### src/rtl/spi_cmd_master.sv
// SPI flash command master: CS setup, instruction out, optional dummy clocks, N bytes in, CS release.
// Define SPI_CMD_MASTER_DUMMY_EN to add the dummy_cycles input and the DUMMY phase.
module spi_cmd_master #(
  parameter int CLK_DIV      = 4,
  parameter int INST_BITS    = 8,
  parameter int MAX_RX_BYTES = 4,
  parameter bit CPOL         = 1'b0
) (
  input  logic                              clk,
  input  logic                              reset,
  input  logic                              start,
  input  logic [INST_BITS-1:0]              inst,
  input  logic [$clog2(MAX_RX_BYTES+1)-1:0] rx_len,
`ifdef SPI_CMD_MASTER_DUMMY_EN
  input  logic [3:0]                        dummy_cycles,
`endif
  output logic                              busy,
  output logic                              done,
  output logic [8*MAX_RX_BYTES-1:0]         rx_data,
  output logic                              sclk,
  output logic                              cs_n,
  output logic                              mosi,
  input  logic                              miso
);

  localparam int LEN_W = $clog2(MAX_RX_BYTES + 1);
  localparam int RX_W  = 8 * MAX_RX_BYTES;
  localparam int DIV_W = (CLK_DIV > 1) ? $clog2(CLK_DIV) : 1;
  localparam int BIT_W = $clog2(INST_BITS + 8 * MAX_RX_BYTES + 16);

`ifdef SPI_CMD_MASTER_DUMMY_EN
  typedef enum logic [2:0] {
    S_IDLE, S_ASSERT_CS, S_SEND_INST, S_DUMMY, S_GET_DATA, S_DEASSERT_CS
  } state_t;
`else
  typedef enum logic [2:0] {
    S_IDLE, S_ASSERT_CS, S_SEND_INST, S_GET_DATA, S_DEASSERT_CS
  } state_t;
`endif

  state_t               state_q;
  logic [DIV_W-1:0]     div_q;
  logic                 half_q;
  logic [BIT_W-1:0]     bit_q;
  logic [INST_BITS-2:0] inst_q;  // bits still to send after the MSB
  logic [LEN_W-1:0]     len_q;
  logic [RX_W-1:0]      rx_q;
  logic                 sclk_q, cs_n_q, mosi_q, busy_q, done_q;
`ifdef SPI_CMD_MASTER_DUMMY_EN
  logic [3:0]           dummy_q;
`endif

  logic                 div_end;
  logic                 last_inst, last_data;
  logic [LEN_W-1:0]     len_clamped;
  state_t               post_inst_d;

  assign div_end     = (div_q == DIV_W'(CLK_DIV - 1));
  assign last_inst   = (bit_q == BIT_W'(INST_BITS - 1));
  assign last_data   = (bit_q == BIT_W'({len_q, 3'b000}) - BIT_W'(1));
  assign len_clamped = (rx_len > LEN_W'(MAX_RX_BYTES)) ? LEN_W'(MAX_RX_BYTES) : rx_len;

  always_comb begin
    post_inst_d = (len_q != '0) ? S_GET_DATA : S_DEASSERT_CS;
`ifdef SPI_CMD_MASTER_DUMMY_EN
    if (dummy_q != 4'd0) post_inst_d = S_DUMMY;
`endif
  end

  always_ff @(posedge clk) begin
    if (reset) begin
      state_q <= S_IDLE;
      div_q   <= '0;
      half_q  <= 1'b0;
      bit_q   <= '0;
      inst_q  <= '0;
      len_q   <= '0;
      rx_q    <= '0;
      sclk_q  <= CPOL;
      cs_n_q  <= 1'b1;
      mosi_q  <= 1'b0;
      busy_q  <= 1'b0;
      done_q  <= 1'b0;
`ifdef SPI_CMD_MASTER_DUMMY_EN
      dummy_q <= 4'd0;
`endif
    end else begin
      done_q <= 1'b0;
      case (state_q)
        S_IDLE: begin
          // A start landing on the done cycle is deliberately dropped.
          if (start && !done_q) begin
            state_q <= S_ASSERT_CS;
            inst_q  <= inst[INST_BITS-2:0];
            mosi_q  <= inst[INST_BITS-1];
            len_q   <= len_clamped;
            rx_q    <= '0;
            busy_q  <= 1'b1;
            cs_n_q  <= 1'b0;
            sclk_q  <= CPOL;
            div_q   <= '0;
`ifdef SPI_CMD_MASTER_DUMMY_EN
            dummy_q <= dummy_cycles;
`endif
          end
        end
        S_ASSERT_CS: begin
          if (div_end) begin
            div_q   <= '0;
            half_q  <= 1'b0;
            bit_q   <= '0;
            state_q <= S_SEND_INST;
          end else begin
            div_q <= div_q + DIV_W'(1);
          end
        end
        S_DEASSERT_CS: begin
          if (div_end) begin
            div_q   <= '0;
            state_q <= S_IDLE;
            busy_q  <= 1'b0;
            done_q  <= 1'b1;
          end else begin
            div_q <= div_q + DIV_W'(1);
          end
        end
        default: begin
          // Bit-period phases: half_q=0 holds sclk at CPOL, half_q=1 at ~CPOL.
          if (!div_end) begin
            div_q <= div_q + DIV_W'(1);
          end else if (!half_q) begin
            div_q  <= '0;
            half_q <= 1'b1;
            sclk_q <= ~CPOL;
            if (state_q == S_GET_DATA) rx_q <= {rx_q[RX_W-2:0], miso};
          end else begin
            div_q  <= '0;
            half_q <= 1'b0;
            sclk_q <= CPOL;
            bit_q  <= bit_q + BIT_W'(1);
            case (state_q)
              S_SEND_INST: begin
                if (last_inst) begin
                  bit_q   <= '0;
                  mosi_q  <= 1'b0;
                  state_q <= post_inst_d;
                  if (post_inst_d == S_DEASSERT_CS) cs_n_q <= 1'b1;
                end else begin
                  mosi_q <= inst_q[INST_BITS-2];
                  inst_q <= inst_q << 1;
                end
              end
`ifdef SPI_CMD_MASTER_DUMMY_EN
              S_DUMMY: begin
                if (bit_q == BIT_W'(dummy_q) - BIT_W'(1)) begin
                  bit_q <= '0;
                  if (len_q != '0) begin
                    state_q <= S_GET_DATA;
                  end else begin
                    state_q <= S_DEASSERT_CS;
                    cs_n_q  <= 1'b1;
                  end
                end
              end
`endif
              S_GET_DATA: begin
                if (last_data) begin
                  bit_q   <= '0;
                  state_q <= S_DEASSERT_CS;
                  cs_n_q  <= 1'b1;
                end
              end
              default: ;
            endcase
          end
        end
      endcase
    end
  end

  assign busy    = busy_q;
  assign done    = done_q;
  assign rx_data = rx_q;
  assign sclk    = sclk_q;
  assign cs_n    = cs_n_q;
  assign mosi    = mosi_q;

endmodule
### config.mk
export PLATFORM = sky130hd
export DESIGN_NAME = spi_cmd_master
export DESIGN_NICKNAME = d
export VERILOG_FILES = /design/src/rtl/spi_cmd_master.sv
export SDC_FILE = /design/constraint.sdc
export NUM_CORES = 1
export LEC_CHECK = 0
export CORE_MARGIN = 1
export CORE_UTILIZATION = 55
export DETAILED_ROUTE_END_ITERATION = 6
export GPL_ROUTABILITY_DRIVEN = 1
export MAX_ROUTING_LAYER = met4
export PLACE_DENSITY = 0.81
export SYNTH_ARGS = -nofsm -noshare
export SYNTH_HDL_FRONTEND = slang
export SYNTH_SLANG_ARGS = --single-unit
### constraint.sdc
create_clock -name clk -period 5.79 [get_ports clk]
set_input_delay 1.158 -clock clk [delete_from_list [all_inputs] [get_ports clk]]
set_output_delay 1.158 -clock clk [all_outputs]
set_load 0.01 [all_outputs]
==> impl_metrics.tcl, run 1 <==
set metrics [dict create \
    cts_buffer_depth 2 \
    utilization_pct 71.3 \
    timing.rr.start "state_q[0]$_SDFFE_PP0P_" \
    synthTopCellsByCount "dfxtp_1 (59), nand2_1 (59), a21oi_1 (42)" \
    min_period_ns 3.13 \
    synth_top_area_share_pct 43.7 \
    drv_cap 0 \
    synth_area_leaders "dfxtp_1 (44%), nand2_1 (8.2%), a21oi_1 (7.8%), nand3_1 (7.2%), clkbuf_8 (2.5%)" \
    drc 0 \
    hold_viol 0 \
    die_area_mm2 0.00520 \
    synth-compound-area-share_pct 16.8 \
    required_ns 6.05 \
    cts_root_buf "clkbuf_8" \
    ir_drop_v 0.000261 \
    power_density_mw_per_mm2 400 \
    r2r-end "rx_data[22]$_SDFFE_PP0P_" \
    cpMaxStageDelayCell "nor2_2" \
    avgRoutedWirePerCell_um 12.9 \
    worstSetupPathType "in -> reg" \
    dr.pass1.iters 4 \
    worstSkewPairLatency_ns 0.34 \
    syn-mean-instance-area_um2 8.24 \
    period_share_pct 54.1 \
    holdPathStages 2 \
    wl_met1_um 2650 \
    crit_chain "clkdlybuf4s50_1 > nor4b_4 > o21bai_1 > nor2_2 > nand3_1 > a21oi_1" \
    core_region_area_mm2 0.00472 \
    yosys_warnings 0 \
    drive_above_1_share_pct 8.40 \
    met3_wirelength_um 306 \
    rsz0062_at_grt "false" \
    highest_layer "met4" \
    rr_worst_depth 5 \
    cts.htree.levels 3 \
    dpl.hpwl_um 3670 \
    p_comb_share_pct 31.8 \
    synth-main-ff-cell "dfxtp_1" \
    post-synth-top-area-cell "dfxtp_1" \
    netlist-cell-type-count 49 \
    synthesis.nets 347 \
    tightest_slew_ns 1.19 \
    met2WireLength_um 2480 \
    synthAdderAreaFrac_pct 1.85 \
    hp-class "reg -> reg" \
    routed-via-count 2400 \
    worstPathMaxFanout 32 \
    wl_um 5630 \
    holdPathEnd "rx_data[31]$_SDFFE_PP0P_" \
    skew_ns 0.0107 \
    synth-seq-cells 59 \
    slew_violations 0 \
    slowest_delay_ns 0.95 \
    post_cts_buffers 0 \
    worst_setup_path_start_kind "input port" \
    diodes 0 \
    worst-path-buf-inv 1 \
    die_y_um 72.1 \
    dp_slack_ns 2.30 \
    grt_pass1_wl_um 9420 \
    fp-row-count 25 \
    num-fill-cells 374 \
    numCtsBuffers 9 \
    gr-total-overflow 0 \
    fmaxAchievable_mhz 319 \
    synth_mux_area_share_pct 0.787 \
    grt_usage_pct 24.1 \
    status "complete, no violations" \
    r2r_setup_slack_ns 3.31 \
    cts.repair.resized 0 \
    power_leakage_nw 1.14 \
    slew_headroom_pct 20.6 \
    seqPwrFrac_pct 37.0 \
    cts.sink_count 59 \
    cp.arrival_ns 3.39 \
    yosysSeqAreaShare_pct 43.7 \
    first_iter_violations 164 \
    cts_tree "built" \
    path_clk_slew_ns 0.06 \
    critical-path-top-delay-family "simple AND/OR/NAND/NOR gates" \
    path_depth 6 \
    setup_viol 0 \
    setup_ws_ns 2.66 \
    p_total_mw 1.35 \
    post_dp_cell_area_mm2 0.00314 \
    grt_max_degree 58 \
    end_kind "flip-flop" \
    drt-vias-per-instance 5.50 \
    synth_top_family_by_area "simple AND/OR/NAND/NOR gates" \
    p_int_uw 857 \
    start_util_pct 57.2 \
    antenna_found_initial 0 \
    switchingPower_uw 490 \
    clkPwrFrac_pct 31.2 \
    async_flop_share_pct 0 \
    area_delta_synth_final_pct 24.7 \
    finish.instance_area_mm2 0.00337 \
    synth.cell_area_mm2 0.00270 \
    port_buffers 51 \
    netSwitchingFraction_pct 36.4 \
    grt_pass1_vias 2124 \
    synthXorXnorAreaFrac_pct 2.18 \
    nets 384 \
    syn_inst 328 \
    ant_nets 0 \
    design.portCount 52 \
    ctsHoldBuffers 0 \
    totalNegativeSetupSlack_ns 0 \
    chipWidth_um 72.1 \
    yosys.area_share.simple_pct 28.1 \
    gp_congestion 0.896 \
    synth_edf_count 0 \
    hp-start "rx_data[31]$_SDFFE_PP0P_" \
]
==> logic make-up (layout without fill, tap and decap cells) <==
logic type,after synthesis,in the layout
XOR/XNOR,5,5
adder cells (fa/ha/maj),4,4
buffers and inverters,30,71
multiplexers,2,2
AND/OR/NAND/NOR,152,152
AO/OA/AOI/OAI,76,76
flip-flops,59,59
==> how the worst max path moves through the flow <==
stage,from,endpoint,slack (ns)
after floorplan,start,rx_data[10]$_SDFFE_PP0P_,3.40
after global placement,start,rx_data[10]$_SDFFE_PP0P_,2.38
after detailed placement,start,rx_data[18]$_SDFFE_PP0P_,2.30
after CTS,start,rx_data[22]$_SDFFE_PP0P_,2.65
after global routing,start,rx_data[14]$_SDFFE_PP0P_,2.41
final,start,rx_data[22]$_SDFFE_PP0P_,2.66
==> cell type report <==
cell class / count / area [µm²] / share of cell area, %
clock inverters: 4 / 73.8 / 2.19
repair buffers: 53 / 520 / 15.4
well taps: 67 / 83.8 / 2.49
flip-flops and latches: 59 / 1180 / 35.1
inverters: 3 / 11.3 / 0.334
clock buffers: 11 / 151 / 4.49
multi-input cells: 239 / 1350 / 40.0
==> through the flow <==
step	cells	hold slack (ns)
after floorplan	328	0.443
after global placement	421	0.443
after detailed placement	421	0.443
after CTS	436	0.452
after global routing	436	0.496
final	436	0.450
==> worst register-to-register path: cells and delay by family (launching register included) <==
family,cells,cell delay [ns]
flip-flops,1,0.51
AO/OA/AOI/OAI,2,0.39
AND/OR/NAND/NOR,3,1.50
==> power groups by stage <==
stage,sequential (mW),combinational (mW),clock [mW]
6_report,0.499,0.428,0.420
5_1_grt,0.508,0.485,0.442
4_1_cts,0.499,0.432,0.426
3_5_place_dp,0.508,0.428,0
3_3_place_gp,0.507,0.423,0
2_1_floorplan,0.484,0.374,0
==> layout by cell type (no fill, tap or decap), drive strengths merged, types with 2 or more instances in the layout <==
| cell type | n |
|---|---|
| a31oi | 4 |
| o21ai | 10 |
| ha | 4 |
| o21bai | 2 |
| nand2 | 59 |
| inv | 3 |
| or3 | 2 |
| a21oi | 42 |
| clkinv | 2 |
| o31ai | 2 |
| dfxtp | 59 |
| clkbuf | 11 |
| xnor2 | 3 |
| nand3 | 39 |
| a211oi | 2 |
| or4 | 3 |
| a311oi | 7 |
| nor3b | 3 |
| bufinv | 2 |
| o21a | 2 |
| buf | 3 |
| clkdlybuf4s50 | 50 |
| nor2b | 4 |
| and2 | 2 |
| nand2b | 5 |
| nor2 | 19 |
| nor3 | 6 |
| and2b | 3 |
==> registers in the layout, summed over array words and instances (netlist names), 2 cells and up <==
name     cells
bit_q        6
rx_data     32
inst_q       7
div_q        2
state_q      3
len_q        3
==> routing by layer <==
layer	GRT usage, %	vias to the layer above
met5	-	-
met4	14.6	0
met3	4.86	18
met2	35.2	69
met1	30.7	1102
li1	-	1211
Power figures use the tool's default switching activity.
==> run 2: changes to the inputs <==
Settings changed: CORE_UTILIZATION 55 to 51, PLACE_DENSITY 0.81 to 0.76.
Clock period 5.79 ns to 3.1 ns, I/O delays scaled along.
==> run 2 against run 1 <==
  * Hold slack better by 0.017 ns
  * Cell count is 1.6% higher
  * Sequential share of layout area is 0.30 points lower
  * Clock-buffer cell count is 1 higher
  * Critical path depth stayed put
  * Largest cell class unchanged
==> impl_metrics.tcl, run 2 (synthesized netlist as in run 1, its figures left out) <==
set metrics [dict create \
    status "complete, no violations" \
    ant_nets 0 \
    core_region_area_mm2 0.00511 \
    avgRoutedWirePerCell_um 13.3 \
    nets 387 \
    cts_tree "built" \
    diodes 0 \
    power_density_mw_per_mm2 752 \
    gr-total-overflow 0 \
    hold_viol 0 \
    post_cts_buffers 0 \
    cts.htree.levels 3 \
    hp-class "reg -> reg" \
    cp.arrival_ns 2.46 \
    worstPathMaxFanout 32 \
    layout.cells.non_filler 443 \
    slew_headroom_pct 60.6 \
    design.portCount 52 \
    die_area_mm2 0.00559 \
    end_kind "flip-flop" \
    first_iter_violations 148 \
    area_delta_synth_final_pct 25.7 \
    num-fill-cells 455 \
    grt_usage_pct 23.1 \
    min_period_ns 2.19 \
    wl_um 5910 \
    path_clk_slew_ns 0.07 \
    cts.repair.resized 0 \
    required_ns 3.36 \
    dpl.hpwl_um 3850 \
    dp_cells 427 \
    numCtsBuffers 9 \
    tightest_slew_ns 0.586 \
    chipWidth_um 74.8 \
    cts.sink_count 59 \
    skew_ns 0.00768 \
    gp_congestion 0.864 \
    cts_root_buf "clkbuf_8" \
    power_leakage_nw 1.15 \
    utilization_pct 66.5 \
    fp-row-count 26 \
    period_share_pct 70.8 \
    worstSkewPairLatency_ns 0.34 \
    grt_pass1_vias 2139 \
    ir_drop_v 0.000535 \
    setup_viol 0 \
    die_y_um 74.8 \
    drive_above_1_share_pct 9.12 \
    totalNegativeSetupSlack_ns 0 \
    port_buffers 51 \
    ctsHoldBuffers 0 \
    layout_common_cells "nand2_1 (59), dfxtp_1 (59), clkdlybuf4s50_1 (50)" \
    fmaxAchievable_mhz 456 \
    grt_max_degree 33 \
    slew_violations 0 \
    cts_buffer_depth 2 \
    drv_cap 0 \
    drt-vias-per-instance 5.43 \
    worst_setup_path_start_kind "input port" \
    routed-via-count 2405 \
    grt_pass1_wl_um 9430 \
    start_util_pct 52.9 \
    largest_register_ffs 32 \
    drc 0 \
    dr.pass1.iters 4 \
    worstSetupPathType "in -> reg" \
    rsz0062_at_grt "false" \
    antenna_found_initial 0 \
]
## run 2: cell count changes in the layout (fill, tap and decap cells not counted)
| cell | before | now |
|---|---|---|
| clkinv_4 | 1 | 0 |
| buf_4 | 2 | 5 |
| clkinvlp_4 | 0 | 1 |
| clkbuf_1 | 0 | 1 |
## run 2: path summary, 6_finish.rpt
kind,endpoint,slack (ns),start,cells after the start
worst max register to register,rx_data[28]$_SDFFE_PP0P_,0.96,state_q[0]$_SDFFE_PP0P_,5
worst min register to register,rx_data[24]$_SDFFE_PP0P_,0.47,rx_data[24]$_SDFFE_PP0P_,2
worst min-delay path,rx_data[24]$_SDFFE_PP0P_,0.47,rx_data[24]$_SDFFE_PP0P_,2
worst max-delay path,rx_data[28]$_SDFFE_PP0P_,0.91,start,6
## run 2: critical path, stage by stage
cell and delay [ns]:
clkdlybuf4s50_1 0.43, nor4b_4 0.15, o21bai_1 0.38, or2_2 0.57, nand2_1 0.15, a21oi_1 0.15
## run 2: power by group
part           total (mW)  internal, mW  switching, mW
Sequential          0.931         0.840         0.0913
Clock               0.788         0.495          0.293
Combinational       0.835         0.289          0.546
Total                2.55          1.62          0.931
## run 2: cell type report
type | count | area, µm² | area share [%]
clock inverters | 4 | 72.6 | 2.14
flip-flops and latches | 59 | 1180 | 34.8
multi-input cells | 239 | 1350 | 39.7
inverters | 3 | 11.3 | 0.331
clock buffers | 12 | 155 | 4.57
repair buffers | 56 | 543 | 16.0
well taps | 70 | 87.6 | 2.58
## run 2: through the flow
step | setup slack [ns] | power [mW] | hold slack, ns | cell area, µm²
floorplan | 1.13 | 1.60 | 0.443 | 2700
global placement | 0.648 | 1.76 | 0.443 | 3170
detailed placement | 0.577 | 1.77 | 0.461 | 3170
CTS | 0.924 | 2.57 | 0.469 | 3400
global route | 0.756 | 2.69 | 0.489 | 3400
finish | 0.905 | 2.55 | 0.468 | 3400
## run 2: per-layer routing
| layer | global-route usage, % | vias to the layer above | share of wire [%] |
|---|---|---|---|
| met5 | - | - | 0 |
| met3 | 5.89 | 7 | 4.5 |
| li1 | - | 1224 | - |
| met4 | 10.9 | 0 | 1.4 |
| met1 | 27.6 | 1112 | 47 |
| met2 | 36.2 | 62 | 47 |
==> run 3: changes to the inputs <==
Settings changed: CORE_UTILIZATION 51 to 46, PLACE_DENSITY 0.76 to 0.72.
Clock period 3.1 ns to 1.87 ns, I/O delays scaled along.
==> run 3 against run 2 <==
  * The flow now finishes with violations (setup timing)
  * Core utilization up 0.92 points
  * Cell count up 6.3%
  * Via count up 6.0%
  * Cell area up 11%
  * Clock power up 60%
  * Clock skew up 0.0030 ns
  * Non-clock buffer count up 27
  * Hold slack worse by 0.14 ns
  * First-iteration DRC count up 24%
  * Combinational power up 140%
  * Die area up 11%
  * Worst setup slack worse by 0.95 ns
==> impl_metrics.tcl, run 3 (synthesized netlist as in run 1, its figures left out) <==
set metrics [dict create \
    netSwitchingFraction_pct 36.0 \
    gr-total-overflow 0 \
    worstSetupPathType "reg -> reg" \
    timing.rr.start "len_q[0]$_SDFFE_PP0P_" \
    first_iter_violations 183 \
    fp-row-count 27 \
    end_kind "flip-flop" \
    die_y_um 78.7 \
    slowest_delay_ns 0.36 \
    grt_pass1_vias 2215 \
    numCtsBuffers 9 \
    worst-path-buf-inv 2 \
    drv_cap 0 \
    critical-path-top-delay-family "simple AND/OR/NAND/NOR gates" \
    p_total_mw 4.79 \
    mostFrequentLayoutCell "nand2_1" \
    clkPwrFrac_pct 26.3 \
    area_delta_synth_final_pct 39.1 \
    cts.sink_count 59 \
    nets 414 \
    wl_met1_um 2980 \
    highest_layer "met4" \
    antenna_found_initial 0 \
    drc 0 \
    power_leakage_nw 1.34 \
    met2WireLength_um 3120 \
    cts.htree.levels 3 \
    chipWidth_um 78.7 \
    ctsHoldBuffers 0 \
    grt_max_degree 34 \
    grt_pass1_wl_um 10100 \
    design.portCount 52 \
    diodes 0 \
    totalNegativeSetupSlack_ns -0.0703 \
    path_clk_slew_ns 0.06 \
    die_area_mm2 0.00619 \
    worstSkewPairLatency_ns 0.33 \
    worstPathMaxFanout 3 \
    seqPwrFrac_pct 31.7 \
    fmaxAchievable_mhz 523 \
    num-fill-cells 465 \
    power_density_mw_per_mm2 1270 \
    dp_slack_ns -0.317 \
    ant_nets 0 \
    hold_viol 0 \
    p_int_mw 3.07 \
    failed_checks "setup timing" \
    holdPathStages 2 \
    utilization_pct 67.5 \
    slew_violations 0 \
    routed-via-count 2550 \
    crit_chain "inv_2 > ha_4 > xor3_1 > nor4_4 > nor2_2 > buf_4 > or3_1 > a21oi_1" \
    hp-class "in -> reg" \
    layout_common_cells "nand2_1 (59), dfxtp_1 (52), clkdlybuf4s50_1 (49)" \
    hp-start "reset" \
    r2r-end "state_q[2]$_SDFFE_PP0P_" \
    dr.pass1.iters 4 \
    setup_ws_ns -0.0420 \
    min_period_ns 1.91 \
    timing.hold.ws_ns 0.328 \
    setup_viol 2 \
    cts_tree "built" \
    dpl.hpwl_um 4120 \
    period_share_pct 102 \
    gp_congestion 0.832 \
    grt_usage_pct 21.3 \
    cpMaxStageDelayCell "or3_1" \
    holdPathEnd "bit_q[5]$_SDFFE_PP0P_" \
    start_util_pct 48.5 \
    status "complete, but fails checks" \
    cts_root_buf "clkbuf_8" \
    slew_headroom_pct 70.7 \
    p_comb_share_pct 42.0 \
    met3_wirelength_um 418 \
    port_buffers 51 \
    rr_worst_depth 8 \
    required_ns 2.12 \
    r2r_setup_slack_ns -0.04 \
    cts_buffer_depth 2 \
    largest_register_ffs 32 \
    core_region_area_mm2 0.00557 \
    switchingPower_mw 1.72 \
    tightest_slew_ns 0.436 \
    wl_um 6640 \
    skew_ns 0.0107 \
    avgRoutedWirePerCell_um 14.1 \
    rsz0062_at_grt "true" \
    cp.arrival_ns 2.17 \
    worst_setup_path_start_kind "flip-flop" \
    drt-vias-per-instance 5.41 \
    drive_above_1_share_pct 20.6 \
    ir_drop_v 0.000962 \
]
==> run 3: cell types whose count changed in the layout (fill, tap and decap cells not counted), moves of 3 or more <==
cell | previous run | this run
dfxtp_1 | 59 | 52
buf_6 | 0 | 3
buf_4 | 5 | 25
a21oi_1 | 42 | 39
a21oi_2 | 0 | 3
dfxtp_2 | 0 | 6
==> run 3: cell type report <==
type                    instances  area [µm²]  area share (%)
multi-input cells             239        1430            38.1
flip-flops and latches         59        1190            31.7
repair buffers                 83         820            21.8
clock buffers                  10         138            3.66
well taps                      72        90.1            2.40
clock inverters                 5        77.6            2.06
inverters                       3        11.3           0.300
==> run 3: worst max-delay path by stage <==
stage                                    to  slack, ns                    start  cells past startpoint
floorplan           state_q[0]$_SDFFE_PP0P_     0.0004    len_q[0]$_SDFFE_PP0P_                      7
global placement    state_q[0]$_SDFFE_PP0P_      -0.19                    start                      6
detailed placement   inst_q[4]$_SDFFE_PP0P_      -0.32                    start                      7
CTS                  inst_q[3]$_SDFFE_PP0P_     0.0002  state_q[0]$_SDFFE_PP0P_                      7
global route        state_q[2]$_SDFFE_PP0P_      -0.14    len_q[0]$_SDFFE_PP0P_                      8
finish              state_q[2]$_SDFFE_PP0P_      -0.04    len_q[0]$_SDFFE_PP0P_                      8
==> run 3: metrics by stage <==
step / std cells / area [µm²]
after floorplan: 328 / 2700
after global placement: 450 / 3360
after detailed placement: 450 / 3360
after CTS: 465 / 3580
after global routing: 471 / 3760
final: 471 / 3760
==> run 3: repair_timing <==
action,CTS,global route
pin swaps,1,17
setup endpoints to repair,40,43
buffers inserted,0,3
gates cloned,0,3
resized for setup,3,24
==> run 3: worst register-to-register path, stage by stage, from the launching register on <==
cell	delay (ns)
dfxtp_2	0.32
inv_2	0.07
ha_4	0.13
xor3_1	0.25
nor4_4	0.34
nor2_2	0.09
buf_4	0.15
or3_1	0.36
a21oi_1	0.13
==> run 3: power groups by stage <==
stage                     clock (mW)  sequential, mW  combinational (mW)
after floorplan                    0            1.50                1.16
after global placement             0            1.53                1.61
after detailed placement           0            1.54                1.63
after CTS                       1.28            1.51                1.65
after global routing            1.35            1.54                2.18
final                           1.26            1.52                2.01
==> run 3: per-layer routing <==
layer / vias to the layer above / GRT usage, %
met2: 85 / 30.3
li1: 1274 / -
met4: 0 / 10.7
met3: 10 / 4.88
met5: - / -
met1: 1181 / 28.2
==> RTL edit: new RTL, settings of run 3 <==
Build with the macro `SPI_CMD_MASTER_DUMMY_EN` defined.
--- a/src/rtl/spi_cmd_master.sv
+++ b/src/rtl/spi_cmd_master.sv
@@ -1,4 +1,6 @@
 // SPI flash command master: CS setup, instruction out, optional dummy clocks, N bytes in, CS release.
 // Define SPI_CMD_MASTER_DUMMY_EN to add the dummy_cycles input and the DUMMY phase.
+`define SPI_CMD_MASTER_DUMMY_EN
+
 module spi_cmd_master #(
   parameter int CLK_DIV      = 4,
Interface: changed (added dummy_cycles); port bits go from 52 to 56. No check against the original RTL was run, so the function may have changed too.
==> RTL edit against run 3 <==
The run still ends with setup timing left; non-clock buffer count rose by 2; sequential cell count grew 4; worst setup slack better by 0.031 ns; routed wire length is 15% higher; clock skew shrank 0.00069 ns; sequential share of layout area is 1.0 points lower; area after synthesis rose by 12%; total power decreased by 7.1%; final area up 9.6%; die area rose by 12%; critical path depth did not move; maximum frequency is 1.6% higher; critical path type unchanged; largest cell class unchanged.
==> RTL edit: results (changes against run 3) <==
all-layer global routing usage=22.8% (+1.5 points); drt pass-1 iters=5 (+1); FILL cells=550 (+18%); hold_sp=rx_data[31]; mux cell area share after synthesis=0.662% (-0.13 points); routing usage on met2=37.9% (+7.7 points); Slowest cell on crit path=dfxtp_2; wire per inst=14.5 um (+2.8%); layout cells sized above 1=17.1% (-3.5 points); initial DRC count=181 (-1.1%); status=complete, but fails checks; worst setup path endpoint=state_q[0]; XOR/XNOR Fraction of Synth Area=2.61% (+0.43 points); Vias per Instance=5.55 (+2.4%); post-CTS sizing=8 (+5); setup ws final=-0.0114 ns (+0.0305 ns); dpl ws=-0.0732 ns (+0.244 ns); Synth Warn #=0 (unchanged); Worst Setup SP=len_q[1]; Worst Hold Class=flop to flop; Post-Syn Nets=405 (+17%); TNS Setup=-0.0114 ns (+0.0589 ns); dpl hpwl=5.06 mm (+23%); DP Area=3770 um2 (+12%); initial antenna violation count=0 (unchanged); clk_skew=0.00999 ns (-0.000693 ns); post-synthesis adder-cell area fraction=2.07% (+0.22 points); met1 usage=25.5% (-2.7 points); Worst Hold End=rx_data[31]; first-pass GRT wire length=12.6 mm (+25%); GP Congestion=0.855 (+2.8%); Final #Nets=471 (+14%); Internal=0.00288 W (-6.0%); Post-synth top cells=nand2_1 (72), dfxtp_1 (63), a21oi_1 (53), nand3_1 (42); Logic pwr share=35.5% (-6.5 points); combinational power=0.00158 W (-21%); setup violators final=1 (-1); hold_ws=0.457 ns (+0.129 ns); post-synth cell types=57 (+16%); deepest clock path buffer count=2 (unchanged); worst vdd ir=0.800 mV (-17%); vias in the first global route=2836 (+28%); register area share after synthesis=41.7% (-2.0 points); Clock Power Share=29.5% (+3.2 points); Vias=2928 (+15%); IO buf count=55 (+7.8%); failing checks=setup timing; post-CTS setup buffer count=0 (unchanged); P_leak=1.42 nW (+6.5%); GRT met3 Usage=7.55% (+2.7 points); dpl cells=513 (+14%); largest cells by area after synthesis=dfxtp_1 (42%), nand2_1 (8.9%), a21oi_1 (8.8%); pin count of the biggest net entering global routing=33 (-2.9%); Hold Path Stages=2 (unchanged); Clock transition at path regs=0.07 ns; syn avg cell area=7.94 um2 (-3.7%); Slew HR=73.0% (+2.2 points); Synth Area in Compound Gates=18.8% (+2.0 points)
[RTL edit: cell types whose count changed after synthesis, moves of 4 or more]
cell and change:
a21oi_1 +11, inv_1 +7, xnor2_1 +4, buf_2 +4
clkbuf_8 -5, nand2_1 +13, dfxtp_1 +4
[RTL edit: cell type report]
| class | count | area (um2) | share of cell area (%) |
|---|---|---|---|
| inverters | 10 | 42.5 | 1.03 |
| clock buffers | 10 | 138 | 3.34 |
| well taps | 77 | 96.3 | 2.34 |
| flip-flops and latches | 63 | 1260 | 30.7 |
| repair buffers | 85 | 796 | 19.3 |
| clock inverters | 5 | 82.6 | 2.00 |
| multi-input cells | 278 | 1700 | 41.3 |
[RTL edit: routing by layer]
layer  part of all wire, %  vias to the layer above
met5                     0                        -
met4                   1.8                        0
met3                   5.2                       12
met2                    50                       64
met1                    43                     1388
li1                      -                     1464
